`src/rtl/display_source_scheduler.sv`:
```
// Arbitrates the shared 4-digit display between the timer, score and alert sources.
// Timer and score alternate on a fixed dwell; the alert preempts them and blinks.
module display_source_scheduler #(
  parameter int unsigned DWELL_CYCLES = 200_000_000,
  parameter int unsigned BLINK_CYCLES = 50_000_000,
  parameter logic [3:0]  BLANK_CODE   = 4'hF
) (
  input  logic        clk,
  input  logic        reset_n,
  input  logic [2:0]  req,
  input  logic [15:0] data0,
  input  logic [15:0] data1,
  input  logic [15:0] data2,
  output logic [2:0]  grant,
  output logic [3:0]  min_dig2,
  output logic [3:0]  min_dig1,
  output logic [3:0]  sec_dig2,
  output logic [3:0]  sec_dig1,
  output logic        owner_change
);

  localparam int unsigned DW = (DWELL_CYCLES > 1) ? $clog2(DWELL_CYCLES) : 1;
  localparam int unsigned BW = (BLINK_CYCLES > 1) ? $clog2(BLINK_CYCLES) : 1;
  localparam logic [15:0] BLANK_WORD = {4{BLANK_CODE}};

  typedef enum logic [1:0] {
    ST_IDLE  = 2'd0,
    ST_SHOW  = 2'd1,
    ST_ALERT = 2'd2
  } state_t;

  state_t          r_state;
  logic            r_owner;
  logic            r_last_rr;
  logic [DW-1:0]   r_dwell_cnt;
  logic [BW-1:0]   r_blink_cnt;
  logic            r_blank;

  state_t          w_state_nx;
  logic            w_owner_nx;
  logic            w_last_rr_nx;
  logic [DW-1:0]   w_dwell_nx;
  logic [BW-1:0]   w_blink_nx;
  logic            w_blank_nx;
  logic            w_own_req;
  logic            w_oth_req;
  logic            w_pick;
  logic [2:0]      w_grant_nx;
  logic [15:0]     w_word_nx;

  // Next-owner decision; counters default to zero so every entry/switch restarts them.
  always_comb begin
    w_state_nx   = r_state;
    w_owner_nx   = r_owner;
    w_last_rr_nx = r_last_rr;
    w_dwell_nx   = '0;
    w_blink_nx   = '0;
    w_blank_nx   = 1'b0;
    w_own_req    = r_owner ? req[1] : req[0];
    w_oth_req    = r_owner ? req[0] : req[1];
    w_pick       = (req[0] & req[1]) ? ~r_last_rr : req[1];

    unique case (r_state)
      ST_SHOW: begin
        if (req[2]) begin
          w_state_nx = ST_ALERT;
        end else if (!w_own_req) begin
          if (w_oth_req) begin
            w_owner_nx   = ~r_owner;
            w_last_rr_nx = r_owner;
          end else begin
            w_state_nx = ST_IDLE;
          end
        end else if (r_dwell_cnt == DW'(DWELL_CYCLES - 1)) begin
          if (w_oth_req) begin
            w_owner_nx   = ~r_owner;
            w_last_rr_nx = r_owner;
          end
        end else begin
          w_dwell_nx = r_dwell_cnt + DW'(1);
        end
      end
      ST_ALERT: begin
        if (req[2]) begin
          if (r_blink_cnt == BW'(BLINK_CYCLES - 1)) begin
            w_blank_nx = ~r_blank;
          end else begin
            w_blink_nx = r_blink_cnt + BW'(1);
            w_blank_nx = r_blank;
          end
        end else if (|req[1:0]) begin
          w_state_nx = ST_SHOW;
          w_owner_nx = w_pick;
        end else begin
          w_state_nx = ST_IDLE;
        end
      end
      default: begin
        if (req[2]) begin
          w_state_nx = ST_ALERT;
        end else if (|req[1:0]) begin
          w_state_nx = ST_SHOW;
          w_owner_nx = w_pick;
        end
      end
    endcase
  end

  // Output selection from the owner chosen for the coming cycle.
  always_comb begin
    w_grant_nx = 3'b000;
    w_word_nx  = BLANK_WORD;
    unique case (w_state_nx)
      ST_SHOW: begin
        w_grant_nx = w_owner_nx ? 3'b010 : 3'b001;
        w_word_nx  = w_owner_nx ? data1 : data0;
      end
      ST_ALERT: begin
        w_grant_nx = 3'b100;
        w_word_nx  = w_blank_nx ? BLANK_WORD : data2;
      end
      default: begin
        w_grant_nx = 3'b000;
        w_word_nx  = BLANK_WORD;
      end
    endcase
  end

  always_ff @(posedge clk or negedge reset_n) begin
    if (!reset_n) begin
      r_state      <= ST_IDLE;
      r_owner      <= 1'b0;
      r_last_rr    <= 1'b1;
      r_dwell_cnt  <= '0;
      r_blink_cnt  <= '0;
      r_blank      <= 1'b0;
      grant        <= 3'b000;
      min_dig2     <= BLANK_CODE;
      min_dig1     <= BLANK_CODE;
      sec_dig2     <= BLANK_CODE;
      sec_dig1     <= BLANK_CODE;
      owner_change <= 1'b0;
    end else begin
      r_state      <= w_state_nx;
      r_owner      <= w_owner_nx;
      r_last_rr    <= w_last_rr_nx;
      r_dwell_cnt  <= w_dwell_nx;
      r_blink_cnt  <= w_blink_nx;
      r_blank      <= w_blank_nx;
      grant        <= w_grant_nx;
      min_dig2     <= w_word_nx[15:12];
      min_dig1     <= w_word_nx[11:8];
      sec_dig2     <= w_word_nx[7:4];
      sec_dig1     <= w_word_nx[3:0];
      owner_change <= (w_grant_nx != grant);
    end
  end

endmodule
```
`config.mk`:
```
export PLATFORM = sky130hd
export DESIGN_NAME = display_source_scheduler
export DESIGN_NICKNAME = d
export VERILOG_FILES = /design/src/rtl/display_source_scheduler.sv
export SDC_FILE = /design/constraint.sdc
export NUM_CORES = 1
export LEC_CHECK = 0
export BUFFER_PORTS_ARGS = -buffer_cell sky130_fd_sc_hd__buf_2
export CORE_ASPECT_RATIO = 2
export CORE_MARGIN = 4
export CORE_UTILIZATION = 34
export DETAILED_ROUTE_END_ITERATION = 10
export PLACE_DENSITY_LB_ADDON = 0.25
export REMOVE_ABC_BUFFERS = 1
export SLEW_MARGIN = 10
export SYNTH_ARGS = -nofsm -noshare
export SYNTH_HDL_FRONTEND = slang
export SYNTH_SLANG_ARGS = --single-unit
```
`constraint.sdc`:
```
create_clock -name clk -period 3.1 [get_ports clk]
set_input_delay 0.775 -clock clk [delete_from_list [all_inputs] [get_ports clk]]
set_output_delay 0.775 -clock clk [all_outputs]
set_load 0.005 [all_outputs]
```
==> impl_metrics.yaml <==
global_route:
  grt_use_met1_pct: 16.45
  track_usage_pct: 15.31
  grt_overflow_total: 0
  grt_max_degree: 77
  gr-usage-met2_pct: 28.08
  grt_busiest_layer: "met2"
  grt_pass1_wl_um: 18630
  gr-usage-met3_pct: 3.084
  antenna_found_initial: 0
  grt_pass1_vias: 4075
detailed_routing:
  drc: 0
  routedWlPerCell_um: 14.70
  drt_iter0_markers: 212
  vias: 3847
  drt_wl_total_um: 10880
  ant_nets: 0
  firstDrtPassIters: 4
  routed_via_density: 5.199
synthesis:
  synthXorXnorAreaFrac_pct: 9.499
  synth_seq_cells: 79
  synth_top_area_share_pct: 34.34
  yosysWarningCount: 0
  synth_cell_types: 51
  synth-edff-count: 0
  synth-adder-area-share_pct: 1.662
  yosys.area.top_type: "dfrtp_1"
  synth-compound-area-share_pct: 10.77
  yosysSeqAreaShare_pct: 44.23
  synthSimpleGateAreaFrac_pct: 29.66
  synthArstFlopShare_pct: 100.0
  synthMuxAreaShare_pct: 0.2215
  synth_ff_type: "dfrtp_1"
  syn-cell-area_mm2: 0.004518
  syn_avg_cell_area_um2: 8.876
  synth_top_family_by_area: "simple AND/OR/NAND/NOR gates"
  synth_area_leaders: "dfrtp_1 (34%), dfstp_2 (9.9%), nand2_1 (6.0%), nor2_1 (5.6%), xor2_1 (5.0%)"
  postSynthCellCount: 509
setup_path:
  critPathLaunch: "r_dwell_cnt[0]"
  cp_max_fo: 19
  worstPathArrival_ps: 2940
  worst-r2r-setup-slack_ps: 400
  r2r-start: "r_dwell_cnt[0]"
  path_cells: "ha_1 -> and3_1 -> nand3_1 -> o311a_1 -> or2_1 -> o2111a_1 -> o31ai_1"
  start_kind: "flip-flop"
  end_kind: "flip-flop"
  crit_path_top_delay_cell: "or2_1"
  crit_path_max_incr_delay_ps: 550
  crit_type: "reg -> reg"
  cp.required_ps: 3330
power_and_ir_drop:
  internal_power_mw: 2.647
  p_clk_share_pct: 23.9
  p_sw_share_pct: 38.58
  total_leakage_power_nw: 2.242
  seq_power_share_pct: 31.7
  switching_power_mw: 1.662
  peakVddDrop_v: 0.0007855
  combPwrFrac_pct: 44.4
  power_density_mw_per_mm2: 804.9
sta:
  worstMarginPinSlew_ps: 961.7
  fmax_mhz: 369.9
  rsz0062_at_grt: "no"
  maxSlewViolCount: 0
  slew-limit-headroom_pct: 35.88
  timing.final.crit_share_pct: 87.21
  setup_viol: 0
  clock_skew_ps: 12.25
  hold_viol: 0
  min_period_ps: 2704
  tns_ps: 0
floorplan:
  die_w_um: 89.51
  coreArea_mm2: 0.01299
  rows: 59
  ioPinCount: 73
  start_util_pct: 34.77
  die_area_mm2: 0.01531
  die_height_um: 171.0
clock_network:
  worstSkewPairLatency_ps: 340
  tritoncts: "yes"
  numCtsBuffers: 9
  root_buffer: "clkbuf_16"
  cts_max_level: 3
  ctsLongestPathBuffers: 2
  ctsHoldBuffers: 0
  path_clk_slew_ps: 70
  cts_setup_buffers: 0
  clock_sinks: 79
  cts.repair.resized: 0
min_path:
  hp-class: "reg -> reg"
  hp-start: "r_dwell_cnt[0]"
place:
  post-place-cells: 724
  io_buffers: 72
  gp_congestion: 0.8081
  hpwl_um: 8061
layout:
  final_nets: 642
  final_cell_count_no_fill: 740
  diodes: 0
  syn_to_final_growth_pct: 18.50
  drive_gt1_share_pct: 23.64
job:
  cap_violations: 0
run_status:
  status: "completed"
## routing by layer
layer  part of all wire, %  vias to the layer above
li1                      -                     1901
met1                    39                     1846
met2                    55                       81
met3                   3.8                       19
met4                   2.5                        0
met5                     0                        -
## final timing paths
kind / to / depth (start not counted)
worst max-delay path: owner_change / 7
worst min-delay path: r_dwell_cnt[0] / 1
worst max register to register: owner_change / 7
worst min register to register: r_dwell_cnt[0] / 1
max in group asynchronous: min_dig2[0] / 2
min in group asynchronous: r_blink_cnt[13] / 1
## kinds of logic (layout without fill, tap and decap cells)
logic type                 after synthesis  after routing
DFF                                     79             79
buffers and inverters                   39            118
xor gates and xnor gates                49             49
AOI/OAI and AO/OA                       59             59
muxes                                    1              1
adders and majority gates                6              6
and+or+nand+nor                        276            276
## stage by stage
step	cell area, um2	util, %	worst slack [ps]	total power, mW	hold slack (ps)
final	5354	41.21	396.5	4.309	492.1
after global routing	5354	41.21	162.2	4.635	518.1
after CTS	5354	41.21	365.1	4.353	496.2
after detailed placement	5069	39.01	159.1	3.302	486.8
after global placement	5069	39.01	242.8	3.265	472.3
after floorplan	4388	-	141.2	2.681	455.1
## synthesized netlist by cell type (2+ instances only)
cell,n
nand2_1,72
nor2_1,67
dfrtp_1,62
nand3_1,39
xor2_1,26
nor3_1,23
xnor2_1,23
a21oi_1,22
and2_1,19
clkbuf_1,19
dfstp_2,17
nand4_1,14
inv_1,13
a221oi_2,10
nor2b_1,7
a221oi_1,6
and3_1,6
ha_1,6
o21ai_0,6
or3_1,5
and4_1,4
nor4_1,4
buf_6,3
nand2b_1,3
nor3b_1,3
a21o_1,2
buf_2,2
buf_4,2
or2_2,2
## layout make-up
| type | instances | area [um2] |
|---|---|---|
| clock buffer | 9 | 225.2 |
| clock inverter | 7 | 60.06 |
| fill | 1296 | 7639 |
| inverter | 13 | 48.80 |
| multi-input combinational | 391 | 2341 |
| sequential | 79 | 1998 |
| tap | 152 | 190.2 |
| timing repair buffer | 89 | 490.5 |
## critical path: cells and delay by family, from the launching register on
kind	cells	cell delay (ps)
adder cells (fa/ha/maj)	1	210
AO/OA/AOI/OAI	3	970
flip-flops	1	390
AND/OR/NAND/NOR	3	1030
## power groups by stage
stage	clock network [mW]	registers, mW	logic, mW
6_report	1.03	1.37	1.91
5_1_grt	1.10	1.38	2.15
4_1_cts	1.06	1.37	1.93
3_5_place_dp	0	1.39	1.92
3_3_place_gp	0	1.39	1.88
2_1_floorplan	0	1.38	1.30
## registers in the layout, summed over array words and instances, names as in the netlist
name          count
r_dwell_cnt      28
r_blink_cnt      26
min_dig1          4
min_dig2          4
sec_dig1          4
sec_dig2          4
grant             3
r_state           2
owner_change      1
r_blank           1
r_last_rr         1
r_owner           1
## cell usage in the layout, fill, tap and decap left out, drive strengths merged, types with 3 or more instances in the layout
cell and count:
and3 6, nand4 14, clkbuf 9, nor4 5, buf 89, nand2 72
nor2 67, dfrtp 62, a21oi 22, and4 4, or2 3, ha 6
xnor2 23, and2 20, dfstp 17, or3 5, o21ai 7, xor2 26
a221oi 16, inv 19, nor3b 3, nand3 39, nand2b 3, nor2b 7
nor3 23
Note: power is estimated with default switching activity, not from simulation.
